**src/rtl/icache_pkg.sv**
```systemverilog
// rtl/icache_pkg.sv - Address field positions, tag entry layout and FSM states for the icache tag controller
package icache_pkg;

  localparam int TAG_MSB   = 31;
  localparam int TAG_LSB   = 13;
  localparam int IDX_MSB   = 12;
  localparam int IDX_LSB   = 5;
  localparam int OFF_MSB   = 4;
  localparam int OFF_LSB   = 0;

  localparam int TAG_W     = TAG_MSB - TAG_LSB + 1;
  localparam int IDX_W     = IDX_MSB - IDX_LSB + 1;
  localparam int ENTRY_W   = 20;
  localparam int VALID_BIT = 19;

  typedef enum logic [2:0] {
    ST_FLUSH  = 3'd0,
    ST_IDLE   = 3'd1,
    ST_LOOKUP = 3'd2,
    ST_REFILL = 3'd3,
    ST_UPDATE = 3'd4
  } state_e;

endpackage

```
**src/rtl/icache_tag_ctrl.sv**
```systemverilog
// rtl/icache_tag_ctrl.sv - Instruction cache tag lookup, refill sequencing and invalidate-all controller
module icache_tag_ctrl
  import icache_pkg::*;
#(
  parameter int unsigned FLUSH_ON_RESET = 1
) (
  input  logic                clk_i,
  input  logic                rst_i,
  input  logic                req_valid_i,
  input  logic [31:0]         req_addr_i,
  output logic                req_accept_o,
  output logic                resp_valid_o,
  output logic                hit_o,
  output logic                miss_o,
  output logic                refill_req_o,
  output logic [31:0]         refill_addr_o,
  input  logic                refill_ack_i,
  input  logic                flush_i,
  output logic                flush_busy_o,
  output logic [IDX_W-1:0]    tag_addr_o,
  output logic [ENTRY_W-1:0]  tag_data_o,
  output logic                tag_wr_o,
  input  logic [ENTRY_W-1:0]  tag_data_i
);

  state_e                 state_q, state_d;
  logic [IDX_W-1:0]       flush_cnt_q;
  logic                   flush_pending_q;
  logic [TAG_MSB:IDX_LSB] cap_q;
  logic                   flush_req;
  logic                   lookup_hit;
  logic                   unused_offset;

  // A flush arriving in the same IDLE cycle as a request must already block it.
  assign flush_req     = flush_pending_q | flush_i;
  assign lookup_hit    = tag_data_i[VALID_BIT] &
                         (tag_data_i[TAG_W-1:0] == cap_q[TAG_MSB:TAG_LSB]);
  assign flush_busy_o  = flush_pending_q | (state_q == ST_FLUSH);
  assign unused_offset = ^req_addr_i[OFF_MSB:OFF_LSB];

  always_comb begin
    state_d       = state_q;
    req_accept_o  = 1'b0;
    resp_valid_o  = 1'b0;
    hit_o         = 1'b0;
    miss_o        = 1'b0;
    refill_req_o  = 1'b0;
    refill_addr_o = 32'd0;
    tag_addr_o    = cap_q[IDX_MSB:IDX_LSB];
    tag_data_o    = '0;
    tag_wr_o      = 1'b0;
    case (state_q)
      ST_FLUSH: begin
        tag_addr_o = flush_cnt_q;
        tag_wr_o   = 1'b1;
        if (flush_cnt_q == {IDX_W{1'b1}}) state_d = ST_IDLE;
      end
      ST_IDLE: begin
        tag_addr_o = req_addr_i[IDX_MSB:IDX_LSB];
        if (flush_req) begin
          state_d = ST_FLUSH;
        end else if (req_valid_i) begin
          req_accept_o = 1'b1;
          state_d      = ST_LOOKUP;
        end
      end
      ST_LOOKUP: begin
        if (lookup_hit) begin
          resp_valid_o = 1'b1;
          hit_o        = 1'b1;
          state_d      = ST_IDLE;
        end else begin
          state_d = ST_REFILL;
        end
      end
      ST_REFILL: begin
        refill_req_o  = 1'b1;
        refill_addr_o = {cap_q, {IDX_LSB{1'b0}}};
        if (refill_ack_i) state_d = ST_UPDATE;
      end
      ST_UPDATE: begin
        tag_wr_o     = 1'b1;
        tag_data_o   = {1'b1, cap_q[TAG_MSB:TAG_LSB]};
        resp_valid_o = 1'b1;
        miss_o       = 1'b1;
        state_d      = ST_IDLE;
      end
      default: state_d = ST_IDLE;
    endcase
  end

  always_ff @(posedge clk_i or negedge rst_i) begin
    if (!rst_i) begin
      state_q         <= (FLUSH_ON_RESET != 0) ? ST_FLUSH : ST_IDLE;
      flush_cnt_q     <= '0;
      flush_pending_q <= 1'b0;
      cap_q           <= '0;
    end else begin
      state_q <= state_d;
      if (state_q == ST_FLUSH) flush_cnt_q <= flush_cnt_q + 1'b1;
      if (state_q == ST_IDLE && state_d == ST_FLUSH) flush_pending_q <= 1'b0;
      else if (flush_i)                              flush_pending_q <= 1'b1;
      if (req_accept_o) cap_q <= req_addr_i[TAG_MSB:IDX_LSB];
    end
  end

endmodule

```
**config.mk**
```make
export PLATFORM = sky130hd
export DESIGN_NAME = icache_tag_ctrl
export DESIGN_NICKNAME = d
export VERILOG_FILES = /design/src/rtl/icache_pkg.sv /design/src/rtl/icache_tag_ctrl.sv
export SDC_FILE = /design/constraint.sdc
export NUM_CORES = 1
export LEC_CHECK = 0
export CAP_MARGIN = 10
export CORE_MARGIN = 5
export CORE_UTILIZATION = 36
export CTS_CLUSTER_SIZE = 30
export DETAILED_ROUTE_END_ITERATION = 8
export GPL_TIMING_DRIVEN = 1
export PLACE_DENSITY = 0.73
export SYNTH_ARGS = -nofsm -noshare
export SYNTH_HDL_FRONTEND = slang
export SYNTH_SLANG_ARGS = --single-unit
```
**constraint.sdc**
```tcl
create_clock -name clk_i -period 1.4 [get_ports clk_i]
set_input_delay 0.21 -clock clk_i [delete_from_list [all_inputs] [get_ports clk_i]]
set_output_delay 0.21 -clock clk_i [all_outputs]
set_load 0.02 [all_outputs]
```
==> reports/results.tsv <==
metric	value	unit
chip width	90.8	µm
Core Region	6350	µm²
antenna-violating nets left	0	
Die Height	90.8	µm
Max H-tree Level	2	
Worst Setup Path Type	flip-flop to primary output	
initial antenna violation count	0	
Min-Delay Path Depth	3	
CP Cell Sequence	xor2_1 > nor4_1 > nand3_1 > buf_4 > o31ai_4 > buf_6	
critical path capture point type	primary output	
Finished Layout Cells	561	
Synth area leader	dfrtp_1	
worst hold path type	input port to flip-flop	
synth cell count leaders	nand2_1, dfrtp_1, and2_1	
Clock Latency Late Sink	0.30	ns
number of library cell types mapped by synthesis	34	
Sw Pwr	3190	µW
vias in the first global route	3075	
Synth area leaders	dfrtp_1, nand2_1, and2_1, xor2_1, and3_1	
power per cell area	1500	nW/µm²
Initial Util	0.370	
worst r2r path cells	6	
worst setup margin	-0.991	ns
static leakage power	0.00268	µW
multi-input logic area	1780	µm²
Crit Path Max Fanout	3	
post-synthesis average cell area	8.45	µm²
pin count of the biggest net entering global routing	28	
die area	8240	µm²
mapped cell area	2350	µm²
clk root buf	clkbuf_8	
number of cells on the critical path	6	
Clk pwr share	0.101	
final worst path period share	1.71	
Post-Place Cells	504	
dpl hpwl	6.23	mm
clk buf depth	2	
CTS tree	done	
failing checks	negative setup slack	
RR Startpoint	cap_q[13]$_DFFE_PN0P_	
ys flop type	dfrtp_1	
Final setup viols	100	
reg2reg end	state_q[1]$_DFF_PN0_	
worst setup path start	cap_q[13]$_DFFE_PN0P_	
Tmin final	2.39	ns
Slew Limit Fails	0	
part of the Yosys area used for sequential elements	0.416	
area delta synth->final	126	%
Placer Congestion	0.852	
CP max-delay cell	nor4_1	
clk slew on worst S/H paths	0.09	ns
Max Clock Skew	0.0189	ns
Async S/R FF share, synth	1.00	
Yosys top cell area share	0.416	
first-pass GRT wire length	16.5	mm
clk sinks	39	
Post-Syn Instances	278	
Iteration-0 DRC Markers	221	
CTS Buf Count	5	
count leader, synth	nand2_1	
Total GRT Usage	0.251	
Worst Path Buf+Inv	2	
critical path arrival	2.18	ns
Post-synth EDFFs	0	
proportion of layout cells with a drive suffix above 1	0.614	
register area	978	µm²
share of total power in sequential cells	0.244	
Top delay family on crit path	simple AND/OR/NAND/NOR gates	
fill count	296	
site row count	29	
Fin. Hold Viols	0	
total iterations of the first detailed-routing run	4	
Hold Path End	cap_q[20]$_DFFE_PN0P_	
Critical Path Source Type	flip-flop	
R2R setup slack	-0.47	ns
Buffers on Ports	113	
total gr overflow	0	
Nets	541	
Routed WL per cell	22.7	µm
diode count	0	
Net Sw Frac	0.401	
Power, Total	7960	µW
routed wire length	12.7	mm
RSZ-0062 raised after global routing	yes	
number of max-cap violations	0	
worst slack, placed	-1.31	ns
vias	3001	
final setup TNS	-40.82	ns
status	finished, violations left	
hold slack	0.469	ns
Gate power share	0.655	
HP Start	req_addr_i[20]	
IO Pins	124	
FF+latch count, synth	39	
Int Power	4760	µW
drc violations	0	
Synth warnings	0	
Max VDD drop	1380	µV
Critical Path RT	1.19	ns
Max Clk Rate	418	MHz
vias per cell	5.35	
crit-path max cell delay	0.46	ns
==> metal layers <==
metal,share of wire,wire length [µm],track usage
met1,0.37,4680,0.299
met2,0.50,6360,0.441
met3,0.089,1130,0.0625
met4,0.042,538,0.0758
met5,0,0,0
==> cell type report <==
type | instances | share of cell area
inverter | 3 | 0.00306
clock buffer | 7 | 0.0163
clock inverter | 1 | 0.000942
sequential | 39 | 0.184
tap | 77 | 0.0181
multi-input combinational | 219 | 0.335
timing repair buffer | 215 | 0.442
==> sequential cells by signal, summed over array words and instances (netlist names) <==
signal / count
state_q: 3
flush_cnt_q: 8
flush_pending_q: 1
cap_q: 27
==> worst max-delay path by stage <==
| stage | endpoint | slack, ns |
|---|---|---|
| 2_1_floorplan | hit_o | -0.18 |
| 3_3_place_gp | hit_o | -1.25 |
| 3_5_place_dp | hit_o | -1.31 |
| 4_1_cts | hit_o | -0.77 |
| 5_1_grt | resp_valid_o | -1.0 |
| 6_report | resp_valid_o | -0.99 |
==> layout by cell type (no fill, tap or decap), drive strengths merged, types with 3 or more instances in the layout <==
master	Yosys	routed
buf	13	162
nand2	84	84
clkdlybuf4s50	0	50
dfrtp	39	39
and2	29	29
and3	21	21
xor2	19	19
nor2	13	13
a21oi	9	9
clkbuf	8	9
mux2i	8	8
xnor2	7	7
conb	1	5
nor4	4	4
nand3	4	4
inv	3	3
==> cell families after synthesis <==
logic type / synth area share
AOI/OAI and AO/OA: 0.0421
xor gates and xnor gates: 0.0970
adders and majority gates: 0.00533
buffers and inverters: 0.0538
DFF: 0.416
muxes: 0.0389
other: 0.00160
and+or+nand+nor: 0.346
==> worst min-delay path, stage by stage <==
cell             delay, ns
clkdlybuf4s50_1       0.42
nand2_2               0.07
nand2_1               0.04
==> power groups by stage <==
stage / sequential [µW] / combinational (µW) / clock [µW]
4_1_cts: 1880 / 4280 / 801
2_1_floorplan: 1920 / 1600 / 0
5_1_grt: 1990 / 5510 / 864
3_5_place_dp: 1890 / 3440 / 0
6_report: 1940 / 5210 / 803
3_3_place_gp: 1890 / 3380 / 0
==> repair_timing <==
item                                   4_1_cts  5_1_grt
cloned                                       5        2
hold buffers                                 1        0
gates resized for setup                    461      114
endpoints found under the hold margin       39        0
buffers inserted                            34       21
pin swaps                                   50       57
setup endpoints to repair                   98      100
==> through the flow <==
stage | area [µm²] | utilization
detailed placement | 3990 | 0.629
global route | 5310 | 0.836
floorplan | 2470 | -
finish | 5310 | 0.836
global placement | 3990 | 0.629
CTS | 4860 | 0.765
Note: power is estimated with default switching activity, not from simulation.
